$ cat src/rtl/counter_job_arbiter_if.sv
// Requester-side job handshake plus the shared counter's LOAD/VALUE/C pins.
// The master side is the requesting logic together with the counter itself.
interface counter_job_arbiter_if #(
    parameter int N_REQ = 2,
    parameter int WIDTH = 8
);
    logic [N_REQ-1:0]       req;
    logic [N_REQ*WIDTH-1:0] start_value;
    logic [N_REQ*WIDTH-1:0] end_value;
    logic [N_REQ-1:0]       gnt;
    logic [N_REQ-1:0]       done;
    logic                   busy;
    logic                   cnt_load;
    logic [WIDTH-1:0]       cnt_value;
    logic [WIDTH-1:0]       cnt_c;

    modport master (
        output req, start_value, end_value, cnt_c,
        input  gnt, done, busy, cnt_load, cnt_value
    );

    modport slave (
        input  req, start_value, end_value, cnt_c,
        output gnt, done, busy, cnt_load, cnt_value
    );
endinterface

$ cat src/rtl/counter_job_arbiter.sv
// Round-robin arbiter sharing one enable-less up-counter between N_REQ requesters.
// A granted job loads its start value, runs the counter and freezes it on the end value.
module counter_job_arbiter #(
    parameter int N_REQ = 2,
    parameter int WIDTH = 8
) (
    input  logic                  clk_i,
    input  logic                  rst_ni,
    counter_job_arbiter_if.slave  bus_if
);
    localparam int IDX_W = (N_REQ > 1) ? $clog2(N_REQ) : 1;

    typedef enum logic [1:0] {IDLE, LOAD, RUN, FIN} state_e;

    state_e                       state_q, state_d;
    logic [IDX_W-1:0]             owner_q, owner_d;
    logic [IDX_W-1:0]             rr_q, rr_d;
    logic [WIDTH-1:0]             s_q, s_d;
    logic [WIDTH-1:0]             e_q, e_d;
    logic [N_REQ-1:0]             gnt_q, gnt_d;
    logic [N_REQ-1:0]             done_q, done_d;

    logic [N_REQ-1:0][WIDTH-1:0]  start_arr;
    logic [N_REQ-1:0][WIDTH-1:0]  end_arr;
    logic [IDX_W-1:0]             win_idx;
    logic [IDX_W-1:0]             rr_next;
    logic                         win_found;
    logic                         abort;
    logic                         match;

    assign start_arr = bus_if.start_value;
    assign end_arr   = bus_if.end_value;
    assign abort     = !bus_if.req[owner_q];
    assign match     = (bus_if.cnt_c == e_q);
    assign rr_next   = (owner_q == IDX_W'(N_REQ - 1)) ? '0 : owner_q + 1'b1;

    // Scanning offsets from far to near lets the requester closest to rr_q win.
    always_comb begin
        int               idx;
        logic [IDX_W-1:0] cand;
        win_found = 1'b0;
        win_idx   = rr_q;
        idx       = 0;
        cand      = '0;
        for (int i = N_REQ - 1; i >= 0; i--) begin
            idx = int'(rr_q) + i;
            if (idx >= N_REQ) idx -= N_REQ;
            cand = IDX_W'(idx);
            if (bus_if.req[cand]) begin
                win_found = 1'b1;
                win_idx   = cand;
            end
        end
    end

    // NOTE: non-blocking assignments make every register update at the same edge,
    // so no register sees another's new value within the cycle.
    always_ff @(posedge clk_i or negedge rst_ni) begin
        if (!rst_ni) begin
            state_q <= IDLE;
            owner_q <= '0;
            rr_q    <= '0;
            s_q     <= '0;
            e_q     <= '0;
            gnt_q   <= '0;
            done_q  <= '0;
        end else begin
            state_q <= state_d;
            owner_q <= owner_d;
            rr_q    <= rr_d;
            s_q     <= s_d;
            e_q     <= e_d;
            gnt_q   <= gnt_d;
            done_q  <= done_d;
        end
    end

    // NOTE: every signal gets a default before the case so no path infers a latch.
    always_comb begin
        state_d = state_q;
        owner_d = owner_q;
        rr_d    = rr_q;
        s_d     = s_q;
        e_d     = e_q;
        gnt_d   = gnt_q;
        done_d  = '0;
        case (state_q)
            IDLE: begin
                if (win_found) begin
                    owner_d = win_idx;
                    s_d     = start_arr[win_idx];
                    e_d     = end_arr[win_idx];
                    gnt_d   = N_REQ'(1) << win_idx;
                    state_d = LOAD;
                end
            end
            LOAD: begin
                if (abort) begin
                    gnt_d   = '0;
                    rr_d    = rr_next;
                    state_d = IDLE;
                end else begin
                    state_d = RUN;
                end
            end
            RUN: begin
                // An abort outranks a match seen in the same cycle.
                if (abort) begin
                    gnt_d   = '0;
                    rr_d    = rr_next;
                    state_d = IDLE;
                end else if (match) begin
                    done_d  = gnt_q;
                    state_d = FIN;
                end
            end
            FIN: begin
                gnt_d   = '0;
                rr_d    = rr_next;
                state_d = IDLE;
            end
            default: state_d = IDLE;
        endcase
    end

    // The counter has no enable: holding it means reloading its own output.
    always_comb begin
        bus_if.cnt_load  = 1'b1;
        bus_if.cnt_value = bus_if.cnt_c;
        case (state_q)
            LOAD:    if (!abort) bus_if.cnt_value = s_q;
            RUN:     if (!abort && !match) bus_if.cnt_load = 1'b0;
            default: ;
        endcase
    end

    assign bus_if.gnt  = gnt_q;
    assign bus_if.done = done_q;
    assign bus_if.busy = (state_q != IDLE);
endmodule
$ cat src/flat_wrapper.sv
// flat-port wrapper written by rule: the top's interface ports become plain ports
module counter_job_arbiter_flat 
#(
    parameter int N_REQ = 2,
    parameter int WIDTH = 8
)
  (clk_i, rst_ni, bus_if_req, bus_if_start_value, bus_if_end_value, bus_if_cnt_c, bus_if_gnt, bus_if_done, bus_if_busy, bus_if_cnt_load, bus_if_cnt_value);
  counter_job_arbiter_if #(.N_REQ(N_REQ), .WIDTH(WIDTH)) bus_if_i ();
  input  logic clk_i;
  input  logic rst_ni;
  input wire logic [$bits(bus_if_i.req)-1:0] bus_if_req;
  input wire logic [$bits(bus_if_i.start_value)-1:0] bus_if_start_value;
  input wire logic [$bits(bus_if_i.end_value)-1:0] bus_if_end_value;
  input wire logic [$bits(bus_if_i.cnt_c)-1:0] bus_if_cnt_c;
  output wire logic [$bits(bus_if_i.gnt)-1:0] bus_if_gnt;
  output wire logic [$bits(bus_if_i.done)-1:0] bus_if_done;
  output wire logic [$bits(bus_if_i.busy)-1:0] bus_if_busy;
  output wire logic [$bits(bus_if_i.cnt_load)-1:0] bus_if_cnt_load;
  output wire logic [$bits(bus_if_i.cnt_value)-1:0] bus_if_cnt_value;
  assign bus_if_i.req = bus_if_req;
  assign bus_if_i.start_value = bus_if_start_value;
  assign bus_if_i.end_value = bus_if_end_value;
  assign bus_if_i.cnt_c = bus_if_cnt_c;
  assign bus_if_gnt = bus_if_i.gnt;
  assign bus_if_done = bus_if_i.done;
  assign bus_if_busy = bus_if_i.busy;
  assign bus_if_cnt_load = bus_if_i.cnt_load;
  assign bus_if_cnt_value = bus_if_i.cnt_value;
  counter_job_arbiter #(.N_REQ(N_REQ), .WIDTH(WIDTH)) u_core (.clk_i(clk_i), .rst_ni(rst_ni), .bus_if(bus_if_i));
endmodule
$ cat config.mk
export PLATFORM = sky130hd
export DESIGN_NAME = counter_job_arbiter_flat
export DESIGN_NICKNAME = d
export VERILOG_FILES = /design/src/rtl/counter_job_arbiter_if.sv /design/src/rtl/counter_job_arbiter.sv /design/src/flat_wrapper.sv
export SDC_FILE = /design/constraint.sdc
export NUM_CORES = 1
export LEC_CHECK = 0
export BUFFER_PORTS_ARGS = -buffer_cell sky130_fd_sc_hd__buf_4
export CAP_MARGIN = 20
export CORE_MARGIN = 2
export CORE_UTILIZATION = 50
export CTS_BUF_LIST = sky130_fd_sc_hd__clkbuf_8
export CTS_CLUSTER_SIZE = 24
export DETAILED_ROUTE_END_ITERATION = 8
export GPL_TIMING_DRIVEN = 0
export PLACE_DENSITY = 0.94
export SLEW_MARGIN = 25
export SYNTH_ARGS = -nofsm -noshare
export SYNTH_HDL_FRONTEND = slang
export SYNTH_SLANG_ARGS = --single-unit
$ cat constraint.sdc
create_clock -name clk_i -period 3.9 [get_ports clk_i]
set_input_delay 0.975 -clock clk_i [delete_from_list [all_inputs] [get_ports clk_i]]
set_output_delay 0.975 -clock clk_i [all_outputs]
set_load 0.02 [all_outputs]
Word-level counts from Yosys, hierarchy flattened
Index checks and enable logic that the tools add are counted.
{ "classes": {"n_eq_ne": 7, "n_addsub": 4, "n_shift": 1, "n_lt_le_gt_ge": 6, "mux": 34, "reduce_logical": 10} }
{ "op_table": {"columns": ["cell", "count"], "rows": [
  ["8-bit 2-to-1 mux", 6],
  ["2-bit 2-to-1 mux", 9],
  ["1-bit 2-to-1 mux", 16],
  ["8-bit == test", 1],
  ["1-bit by 2-bit less-than comparator with 1-bit output (second input constant)", 4],
  ["2-bit one-hot mux with 4 select lines", 1],
  ["2-bit AND reduction", 4],
  ["2-bit one-hot mux with 3 select lines", 1],
  ["2-bit == test (second input constant)", 2],
  ["2-bit nonzero test", 2],
  ["3-bit by 2-bit != test with 1-bit output (second input constant)", 1],
  ["1-bit by 1-bit adder with 2-bit output (second input constant)", 1],
  ["2-bit by 1-bit == test with 1-bit output (second input constant)", 1],
  ["1-bit by 2-bit greater-or-equal comparator with 1-bit output (second input constant)", 1],
  ["2-bit greater-or-equal comparator (second input constant)", 1],
  ["2-bit logical NOT", 1],
  ["2-bit by 1-bit != test with 1-bit output (second input constant)", 1],
  ["2-bit != test (second input constant)", 1],
  ["1-bit one-hot mux with 2 select lines", 1],
  ["2-bit OR reduction", 1],
  ["1-bit by 1-bit << shifter with 2-bit output (first input constant)", 1],
  ["1-bit subtractor (second input constant)", 2],
  ["1-bit adder (second input constant)", 1],
  ["1-bit logical AND", 1],
  ["1-bit logical NOT", 1]
]} }
{ "word_totals": {"output_inout_bits": 14, "wordCells": 69, "in_bits": 44, "reg_bits": 24} }

Depth between registers and ports, before layout
Gate-level depths: netlist (run 1).
{ "logic_depth": {"ltp_word": 10, "ltp_mapped": 7, "ltp_nobuf": 6} }

Worst setup path before layout (run 1)
No wires, ideal clock.
{ "synth_path": {"path_type": "input-to-output", "startpoint": "input port bus_if_req[1]", "endpoint": "output port bus_if_cnt_value[1]", "arrival_time_ns": 1.929, "cell_stages": 3, "slack_ns": 0.996, "required_ns": 2.925, "n_path_buf": 0, "cell_sequence": "mux2_2 nand2_1 mux2_1"} }
{ "synth_between": {"elab_chain_cells": 4} }
{ "synth_rtl": {"columns": ["element", "line_no", "source"], "rows": [
  ["start: declaration", "flat_wrapper.sv:11", "input wire logic [$bits(bus_if_i.req)-1:0] bus_if_req;"],
  ["1-bit 2-to-1 mux (implied by the code) (2 in a row)", "counter_job_arbiter.sv:33", "assign abort = !bus_if.req[owner_q];"],
  ["8-bit 2-to-1 mux", "counter_job_arbiter.sv:131", "LOAD: if (!abort) bus_if.cnt_value = s_q;"],
  ["8-bit 2-to-1 mux", "counter_job_arbiter.sv:130", "case (state_q)"],
  ["end: declaration", "flat_wrapper.sv:19", "output wire logic [$bits(bus_if_i.cnt_value)-1:0] bus_if_cnt_value;"]
]} }
No other way between the ends. The select of a mux whose other input is x is not followed.

Worst setup path in the final report (run 1)
{ "layout_path": {"startpoint": "input port bus_if_req[1]", "endpoint": "output port bus_if_cnt_value[2]"} }
The elaborated chain is that of the path after synthesis.

==> results.md, run 1 <==
* Outcome: complete, no violations
* Synthesized area at 1274 um^2
* Remaining antenna violation count at 0
* Synth Warn # at 0
* Fillcell total at 165
* GR Overflow Total at 0
* TNS Setup at 0 ns
* Layout cells sized above 1 at 37.99%
* Cell Rows at 18
* TritonCTS Buffers at 3
* Worst path cell trace: buf_4 -> mux2_2 -> nand2_1 -> mux2_2 -> buf_4
* Height of the die at 54.47 um
* Finish-stage setup viols at 0
* Initial antenna violation count at 0
* DR iter-0 viols at 79
* Final worst slack at 0.6233 ns
* # hold bufs at CTS at 0
* Core region area at 2455 um^2
* CP max-delay cell: mux2_2
* Clock Tree Root: clkbuf_8
* Arr. time, crit path at 2.30 ns
* PD cells at 706.2 nW/um^2
* CTS sink cnt at 24
* Leak at 0.9596 nW
* Clock Path Buffers at 2
* RSZ-0062 raised after global routing: false
* IO Pins at 58
* Hold Path Class: register to register
* Post-synthesis register bit count at 24
* Vias per inst at 5.799
* Worst-path clk slew at 0.08 ns
* Die ar. at 2967 um^2
* Worst slew pin tran at 0.6221 ns
* Setup Skew at 0.006873 ns
* Crit path time final at 3.277 ns
* Post-CTS Setup Bufs at 0
* Reg-to-Reg Start: u_core.state_q[0]$_DFFE_PN0P_
* WL/cell at 16.55 um
* Die W at 54.47 um
* Nets at 229
* Hold_sp: u_core.s_q[2]$_DFFE_PN0P_
* CP peak stage delay at 0.39 ns
* F_max at 305.2 MHz
* Pre-antenna DRT Iters at 5
* CP Capture Type: primary output
* Worst EP required at 2.92 ns
* Max H-tree Level at 1
* Starting Density at 51.89%
* Largest net degree at the start of global routing at 25
* Number of global-route vias before repair at 1184
* Clk Latency, worst-skew pair at 0.27 ns
* Post-synthesis sequential area ratio at 47.15%
* Syn_area_per_cell at 10.70 um^2
* Crit path launch: bus_if_req[1]
* Worst-path fanout max at 8
* Cts repair resizes at 0
* Via count at 1212
* First-pass GRT wire length at 5.402 mm
* Setup WS pre-CTS at 0.6237 ns
* PortBufs at 57
* DRC at 0
* Buf/Inv on CP at 2
* Final Hold Fails at 0
* Peak supply drop at 0.0004451 V
* Syn Nets at 167
* Netlist cell types at 26
* Max_cap viols at 0
* Slew Limit Headroom at 58.25%
* Slew Limit Fails at 0
* TritonCTS clock tree: built
* DP HPWL at 2.647 mm
* GPL Wtd Cong at 0.8577
* Fin crit share at 84.02%
* Area grow syn2layout at 39.78%
* CP top delay family: multiplexers
* WS Path Type: input pin to primary output
* Crit start category: input pin
* All-Layer GR Usage at 25.79%
* ANT cells at 0
* WL final at 3.459 mm
* Post-Synthesis Cells at 119
==> sequential cells by signal, summed over array words and instances, names as in the netlist <==
name,cells
u_core.owner_q,1
u_core.rr_q,1
u_core.state_q,2
u_core.bus_if.done,2
u_core.s_q,8
u_core.bus_if.gnt,2
u_core.e_q,8
==> routing by layer <==
layer  GRT usage, %  up-vias  share of wire [%]
li1               -      558                  -
met1          30.29      578                 40
met2          46.59       70                 50
met3          4.918        6                8.5
met4          8.750        0                1.6
met5              0        -                  0
==> area by class of cell <==
class	instances	area, um^2	share of cell area, %
sequential	24	600.6	33.73
multi-input combinational	71	566.8	31.83
timing repair buffer	57	427.9	24.03
inverter	20	75.07	4.216
clock buffer	3	41.29	2.319
tap	30	37.54	2.108
buffer	4	31.28	1.757
==> kinds of logic after synthesis <==
kind of cell	Yosys count	synth area share [%]
compound gates	29	19.06
xor+xnor	8	5.501
fa+ha+maj	4	3.929
buf+inv	24	8.349
flops	24	47.15
mux	9	7.956
simple gates	21	8.055
==> report_power, final <==
group          total, mW  switching [mW]  leakage (nW)  internal, mW
Sequential         0.449          0.0870         0.301         0.362
Clock              0.146          0.0774        0.0216        0.0691
Combinational      0.662           0.359         0.637         0.303
Total               1.26           0.523         0.960         0.734
==> Yosys cell counts <==
cell	n	area [um^2]
dfrtp_1	24	600.6
inv_1	20	75.07
a222oi_1	16	160.2
nand2_1	9	33.78
xor2_1	8	70.07
mux2_2	5	56.30
a21oi_1	4	20.02
ha_1	4	50.05
mux2_1	4	45.04
and2_1	3	18.77
and3_1	3	18.77
buf_6	2	22.52
nor2_1	2	7.510
nor4_1	2	12.51
o21ai_0	2	10.01
a211oi_1	1	7.510
a21o_1	1	7.510
a221oi_1	1	8.760
buf_2	1	5.000
clkbuf_1	1	3.750
nand2b_1	1	6.260
nor3_1	1	5.000
o211ai_1	1	7.510
o21ai_1	1	5.000
o221ai_1	1	8.760
o31ai_1	1	7.510
==> layout by cell type, fill, tap and decap left out, types with 2 or more instances in the layout <==
cell type,synthesis,final
ha_1,4,4
and2_1,3,3
xor2_1,8,8
a21oi_1,4,4
nor4_1,2,2
buf_6,2,2
nand2_1,9,9
mux2_1,4,4
inv_1,20,20
mux2_2,5,5
clkbuf_8,0,3
dfrtp_1,24,24
buf_4,0,57
o21ai_0,2,2
and3_1,3,3
a222oi_1,16,16
nor2_1,2,2
==> tightest hold or removal path, delay by kind of cell, from the launching register on <==
| family | cells | cell delay [ns] |
|---|---|---|
| AO/OA/AOI/OAI | 1 | 0.07 |
| flip-flops | 1 | 0.35 |
| buffers and inverters | 1 | 0.05 |
==> worst paths after layout <==
kind	to	slack, ns	cells past startpoint
worst min-delay path	u_core.s_q[2]$_DFFE_PN0P_	0.50	2
worst min register to register	u_core.s_q[2]$_DFFE_PN0P_	0.50	2
min in group asynchronous	u_core.s_q[6]$_DFFE_PN0P_	0.59	1
max in group asynchronous	u_core.s_q[7]$_DFFE_PN0P_	3.06	1
worst max register to register	u_core.s_q[6]$_DFFE_PN0P_	1.99	7
worst max-delay path	bus_if_cnt_value[2]	0.62	5
==> per-stage QoR <==
stage / cell area [um^2] / hold slack (ns) / power [mW] / instances / utilization (%)
finish: 1780 / 0.5014 / 1.257 / 209 / 72.53
global route: 1780 / 0.5194 / 1.339 / 209 / 72.53
CTS: 1780 / 0.5048 / 1.255 / 209 / 72.53
detailed placement: 1739 / 0.4813 / 1.108 / 206 / 70.85
global placement: 1739 / 0.4694 / 1.070 / 206 / 70.85
floorplan: 1274 / 0.4520 / 0.8776 / 119 / -
No activity file was read; power rests on OpenSTA's default activity.
==> run 2: changes to the inputs <==
--- a/config.mk
+++ b/config.mk
@@ -8,12 +8,12 @@
 export BUFFER_PORTS_ARGS = -buffer_cell sky130_fd_sc_hd__buf_4
 export CAP_MARGIN = 20
 export CORE_MARGIN = 2
-export CORE_UTILIZATION = 50
+export CORE_UTILIZATION = 48
 export CTS_BUF_LIST = sky130_fd_sc_hd__clkbuf_8
 export CTS_CLUSTER_SIZE = 24
 export DETAILED_ROUTE_END_ITERATION = 8
 export GPL_TIMING_DRIVEN = 0
-export PLACE_DENSITY = 0.94
+export PLACE_DENSITY = 0.92
 export SLEW_MARGIN = 25
 export SYNTH_ARGS = -nofsm -noshare
 export SYNTH_HDL_FRONTEND = slang
==> constraint.sdc (replaced) <==
create_clock -name clk_i -period 3.19 [get_ports clk_i]
set_input_delay 0.7975 -clock clk_i [delete_from_list [all_inputs] [get_ports clk_i]]
set_output_delay 0.7975 -clock clk_i [all_outputs]
set_load 0.02 [all_outputs]
==> run 2 against run 1 <==
  * Power increased by 22%
  * Final cell count unchanged
  * Non-clock buffer count did not move
  * Design area stayed put
  * Flip-flop and latch count unchanged
  * Critical path type unchanged
  * Critical endpoint is now bus_if_cnt_load
==> results.md, run 2 (synthesized netlist as in run 1, its figures left out) <==
* Worst-path fanout max at 3 (-5)
* ANT cells at 0 (unchanged)
* DRC at 0 (unchanged)
* Initial antenna violation count at 0 (unchanged)
* Worst slew pin tran at 0.6895 ns (+0.06742 ns)
* Crit start category: input pin
* TritonCTS Buffers at 3 (unchanged)
* Core region area at 2500 um^2 (+1.8%)
* Clk Latency, worst-skew pair at 0.26 ns (about the same)
* Most frequent cells in the layout: 57 x buf_4, 24 x dfrtp_1, 20 x inv_1, 16 x a222oi_1, 9 x nand2_1
* PortBufs at 57 (unchanged)
* Cells on worst reg2reg path at 6 (-1)
* Cell Rows at 18 (unchanged)
* Vias per inst at 5.976 (+3.1%)
* Setup Skew at 0.005510 ns (-0.001364 ns)
* CTS sink cnt at 24 (unchanged)
* Most common cell after layout, fill and taps aside: buf_4
* TritonCTS clock tree: built
* Finish-stage setup viols at 0 (unchanged)
* Number of global-route vias before repair at 1208 (+2.0%)
* # hold bufs at CTS at 0 (unchanged)
* TNS Setup at 0 ns (unchanged)
* Starting Density at 50.95% (-0.93 points)
* First-pass GRT wire length at 5.499 mm (+1.8%)
* Reg2reg end: u_core.e_q[4]$_DFFE_PN0P_
* Die ar. at 3081 um^2 (+3.9%)
* Largest net degree at the start of global routing at 25 (unchanged)
* Crit path time final at 2.906 ns
* Post-CTS Setup Bufs at 0 (unchanged)
* Final core utilization at 71.22% (-1.3 points)
* Final Hold Fails at 0 (unchanged)
* R2R setup slack at 1.25 ns (-0.74 ns)
* Slew Limit Headroom at 53.72% (-4.5 points)
* F_max at 344.2 MHz
* Pre-antenna DRT Iters at 7 (+2)
* Fin crit share at 91.08%
* Area grow syn2layout at 39.78% (unchanged)
* Die W at 55.51 um (+1.9%)
* CP Capture Type: primary output
* Final worst slack at 0.2845 ns (-0.3388 ns)
* Biggest regs: u_core.e_q (8), u_core.s_q (8)
* All-Layer GR Usage at 22.64% (-3.2 points)
* Hold WS at 0.4176 ns (-0.08384 ns)
* Max_cap viols at 0 (unchanged)
* DP HPWL at 2.719 mm (+2.7%)
* DR iter-0 viols at 86 (+8.9%)
* Setup WS pre-CTS at 0.3083 ns (-0.3154 ns)
* Worst EP required at 2.39 ns (-0.53 ns)
* Via count at 1249 (+3.1%)
* Max H-tree Level at 1 (unchanged)
* WS Path Type: input pin to primary output
* Clock Path Buffers at 2 (unchanged)
* Worst-path clk slew at 0.08 ns (about the same)
* Layout cells sized above 1 at 37.99% (unchanged)
* RSZ-0062 raised after global routing: false
* Clock Tree Root: clkbuf_8
* Slew Limit Fails at 0 (unchanged)
* Peak supply drop at 0.0005194 V (+17%)
* Cts repair resizes at 0 (unchanged)
* GR Overflow Total at 0 (unchanged)
* Outcome: complete, no violations
* Reg-to-Reg Start: u_core.state_q[0]$_DFFE_PN0P_
* WL/cell at 16.75 um (+1.2%)
* Post-route cell area at 1780 um^2 (unchanged)
* PD cells at 860.7 nW/um^2 (+22%)
* Leak at 0.9596 nW (unchanged)
* Nets at 229 (unchanged)
* WL final at 3.500 mm (+1.2%)
* Arr. time, crit path at 2.11 ns (-0.19 ns)
* Height of the die at 55.51 um (+1.9%)
* Remaining antenna violation count at 0 (unchanged)
* Hold Path Class: input pin to async pin
* GPL Wtd Cong at 0.7762 (-9.5%)
* IO Pins at 58 (unchanged)
* Placed cell area at 1739 um^2 (unchanged)
-- run 2: cell counts in the layout (fill, tap and decap cells not counted) --
Identical to the previous run, type by type.
-- run 2: power breakdown --
group | total, mW | internal, mW | switching, mW
Sequential | 0.546 | 0.443 | 0.103
Clock | 0.174 | 0.0843 | 0.0900
Combinational | 0.813 | 0.371 | 0.442
-- run 2: metal layers --
layer | track usage [%] | vias up | part of all wire (%)
li1 | - | 560 | -
met1 | 28.27 | 602 | 39
met2 | 39.63 | 79 | 50
met3 | 4.918 | 8 | 9.5
met4 | 5.575 | 0 | 1.2
met5 | 0 | - | 0
-- run 2: how the worst max path moves through the flow --
| stage | start | endpoint | slack [ns] |
|---|---|---|---|
| 5_1_grt | bus_if_cnt_c[5] | bus_if_cnt_load | 0.21 |
| 3_3_place_gp | bus_if_req[1] | bus_if_cnt_value[3] | 0.33 |
| 2_1_floorplan | bus_if_req[1] | bus_if_cnt_value[1] | 0.64 |
| 3_5_place_dp | bus_if_req[1] | bus_if_cnt_value[6] | 0.31 |
| 6_report | bus_if_cnt_c[5] | bus_if_cnt_load | 0.28 |
| 4_1_cts | bus_if_req[1] | bus_if_cnt_value[6] | 0.31 |
-- run 2: layout make-up --
| cell class | count | area (um^2) |
|---|---|---|
| clock buffers | 3 | 41.29 |
| repair buffers | 57 | 427.9 |
| well taps | 30 | 37.54 |
| fillers | 180 | 719.4 |
| multi-input cells | 71 | 566.8 |
| plain buffers | 4 | 31.28 |
| flip-flops and latches | 24 | 600.6 |
| inverters | 20 | 75.07 |
-- run 2: worst max-delay path, cell delays in order --
cell	delay [ns]
buf_4	0.12
xor2_1	0.13
nor4_1	0.62
a21oi_1	0.20
inv_1	0.10
buf_4	0.14
-- run 2: stage by stage --
step | total power [mW] | cells
finish | 1.533 | 209
floorplan | 1.073 | 119
global placement | 1.305 | 206
global route | 1.631 | 209
CTS | 1.526 | 209
detailed placement | 1.350 | 206
==> run 3: changes to the inputs <==
--- a/config.mk
+++ b/config.mk
@@ -7,13 +7,16 @@
 export LEC_CHECK = 0
 export BUFFER_PORTS_ARGS = -buffer_cell sky130_fd_sc_hd__buf_4
 export CAP_MARGIN = 20
+export CELL_PAD_IN_SITES_DETAIL_PLACEMENT = 0
+export CELL_PAD_IN_SITES_GLOBAL_PLACEMENT = 1
 export CORE_MARGIN = 2
-export CORE_UTILIZATION = 48
+export CORE_UTILIZATION = 32
 export CTS_BUF_LIST = sky130_fd_sc_hd__clkbuf_8
 export CTS_CLUSTER_SIZE = 24
 export DETAILED_ROUTE_END_ITERATION = 8
 export GPL_TIMING_DRIVEN = 0
-export PLACE_DENSITY = 0.92
+export PLACE_DENSITY = 0.87
+export REMOVE_ABC_BUFFERS = 1
 export SLEW_MARGIN = 25
 export SYNTH_ARGS = -nofsm -noshare
 export SYNTH_HDL_FRONTEND = slang
==> constraint.sdc (replaced) <==
create_clock -name clk_i -period 2.45 [get_ports clk_i]
set_input_delay 0.6125 -clock clk_i [delete_from_list [all_inputs] [get_ports clk_i]]
set_output_delay 0.6125 -clock clk_i [all_outputs]
set_load 0.02 [all_outputs]
==> run 3 against run 2 <==
  * Flip-flop and latch count stayed put
  * Worst hold slack worse by 0.18 ns
  * Global-route usage is 6.9 points lower
  * Register-to-register slack worse by 0.64 ns
  * Power is 32% higher
  * Highest routed layer unchanged
  * Largest cell class unchanged
  * Clock power is 53% higher
  * Routed wire length is 5.5% lower
  * Non-clock buffer count is 4 lower
  * First-iteration DRC count is 3.5% higher
  * Setup slack worse by 0.22 ns
==> results.md, run 3 (synthesized netlist as in run 1, its figures left out) <==
* Die W at 67.09 um (+21%)
* Final worst slack at 0.06880 ns (-0.2157 ns)
* Crit start category: input pin
* Finish-stage setup viols at 0 (unchanged)
* Remaining antenna violation count at 0 (unchanged)
* CP Capture Type: primary output
* Max_cap viols at 0 (unchanged)
* Cts repair resizes at 2 (+2)
* Arr. time, crit path at 1.77 ns (-0.34 ns)
* IO Pins at 58 (unchanged)
* TritonCTS Buffers at 3 (unchanged)
* Setup Skew at 0.002587 ns (-0.002922 ns)
* F_max at 420.0 MHz
* Die ar. at 4501 um^2 (+46%)
* Number of global-route vias before repair at 1183 (-2.1%)
* Slew Limit Headroom at 47.00% (-6.7 points)
* Cell Rows at 22 (+4)
* Most frequent cells in the layout: 57 x buf_4, 24 x dfrtp_1, 20 x inv_1, 16 x a222oi_1
* Max H-tree Level at 1 (unchanged)
* Worst-path clk slew at 0.09 ns (about the same)
* CTS sink cnt at 24 (unchanged)
* DRC at 0 (unchanged)
* Initial antenna violation count at 0 (unchanged)
* DR iter-0 viols at 89 (+3.5%)
* Flop pwr share at 35.3% (-0.3 points)
* PD cells at 1115 nW/um^2 (+30%)
* WL/cell at 14.77 um (-12%)
* Fin crit share at 97.19%
* Reg-to-Reg Start: u_core.state_q[1]$_DFFE_PN0P_
* All-Layer GR Usage at 15.74% (-6.9 points)
* Area grow syn2layout at 41.85%
* Logic pwr share at 51.5% (-1.5 points)
* Clk Latency, worst-skew pair at 0.26 ns (about the same)
* PortBufs at 57 (unchanged)
* Pre-antenna DRT Iters at 6 (-1)
* Layout cells sized above 1 at 39.77% (+1.8 points)
* Via count at 1172 (-6.2%)
* Final core utilization at 48.26% (-23 points)
* Crit path time final at 2.381 ns
* Height of the die at 67.09 um (+21%)
* Nets at 225 (-1.7%)
* Worst-path fanout max at 3 (unchanged)
* Core region area at 3744 um^2 (+50%)
* Biggest regs: u_core.e_q (8), u_core.s_q (8)
* Vias per inst at 5.232 (-12%)
* WL final at 3.309 mm (-5.5%)
* TritonCTS clock tree: built
* Reg2reg end: u_core.s_q[2]$_DFFE_PN0P_
* Placed cell area at 1738 um^2 (about the same)
* Most common cell after layout, fill and taps aside: buf_4
* Peak supply drop at 0.0005503 V (+5.9%)
* Outcome: complete, no violations
* NetSw at 0.8317 mW (+31%)
* Worst EP required at 1.84 ns (-0.55 ns)
* # hold bufs at CTS at 0 (unchanged)
* DP HPWL at 2.541 mm (-6.5%)
* Post-CTS Setup Bufs at 0 (unchanged)
* WS Path Type: input pin to primary output
* Worst slew pin tran at 0.7951 ns (+0.1055 ns)
* Switching share of power at 41.27% (-0.18 points)
* R2R setup slack at 0.61 ns (-0.64 ns)
* Cells on worst reg2reg path at 6 (unchanged)
* First-pass GRT wire length at 5.382 mm (-2.1%)
* Hold Path Class: input pin to async pin
* Leak at 0.9555 nW (-0.42%)
* Final Hold Fails at 0 (unchanged)
* Clock Path Buffers at 2 (unchanged)
* Post-route cell area at 1807 um^2 (+1.5%)
* Clock Tree Root: clkbuf_8
* ANT cells at 0 (unchanged)
* GPL Wtd Cong at 0.7859 (+1.2%)
* Setup WS pre-CTS at -0.1189 ns (-0.4273 ns)
* Internal at 1.184 mW (+32%)
* Largest net degree at the start of global routing at 25 (unchanged)
* GR Overflow Total at 0 (unchanged)
* Starting Density at 34.02% (-17 points)
* Clk pwr share at 13.2% (+1.8 points)
* Slew Limit Fails at 0 (unchanged)
* RSZ-0062 raised after global routing: false
run 3: cell types whose count changed in the layout (fill, tap and decap cells not counted), sizes merged:
cell  delta
buf      -3
run 3: how the worst max path moves through the flow:
stage,from,endpoint
2_1_floorplan,bus_if_req[1],bus_if_cnt_value[1]
3_3_place_gp,bus_if_req[1],bus_if_cnt_value[5]
3_5_place_dp,bus_if_req[1],bus_if_cnt_value[5]
4_1_cts,bus_if_req[1],bus_if_cnt_value[5]
5_1_grt,u_core.owner_q$_DFFE_PN0P_,bus_if_cnt_value[1]
6_report,bus_if_cnt_c[0],bus_if_cnt_load
run 3: power by group through the flow:
stage | sequential (mW) | clock, mW | combinational (mW)
2_1_floorplan | 0.685 | 0 | 0.677
3_3_place_gp | 0.697 | 0 | 0.978
3_5_place_dp | 0.708 | 0 | 1.03
4_1_cts | 0.707 | 0.275 | 1.04
5_1_grt | 0.732 | 0.291 | 1.15
6_report | 0.711 | 0.267 | 1.04
run 3: layer usage:
metal / vias up / track usage (%) / share of wire (%)
li1: 553 / - / -
met2: 48 / 28.71 / 48
met1: 567 / 18.74 / 43
met5: - / 0 / 0
met3: 4 / 3.041 / 7.4
met4: 0 / 3.827 / 0.94
run 3: through the flow:
step | hold WS (ns) | TNS [ns] | power [mW] | instances
CTS | 0.2466 | 0 | 2.017 | 224
finish | 0.2349 | 0 | 2.015 | 224
global placement | 0.4683 | -0.8114 | 1.675 | 220
global route | 0.2496 | 0 | 2.171 | 224
detailed placement | 0.4762 | -0.8314 | 1.735 | 220
floorplan | 0.3169 | 0 | 1.361 | 115
run 3: cell type report:
cell class	count	area [um^2]
Timing Repair Buffer	57	427.9
Inverter	20	75.07
Clock buffer	4	55.05
Tap cell	48	60.06
Sequential cell	24	600.6
Multi-Input combinational cell	71	588.1
Fill cell	382	1937
run 3: critical path, stage by stage:
cell and delay (ns):
buf_4 0.12, xor2_1 0.14, nor4_1 0.50, a21oi_1 0.17, inv_1 0.09, buf_4 0.14
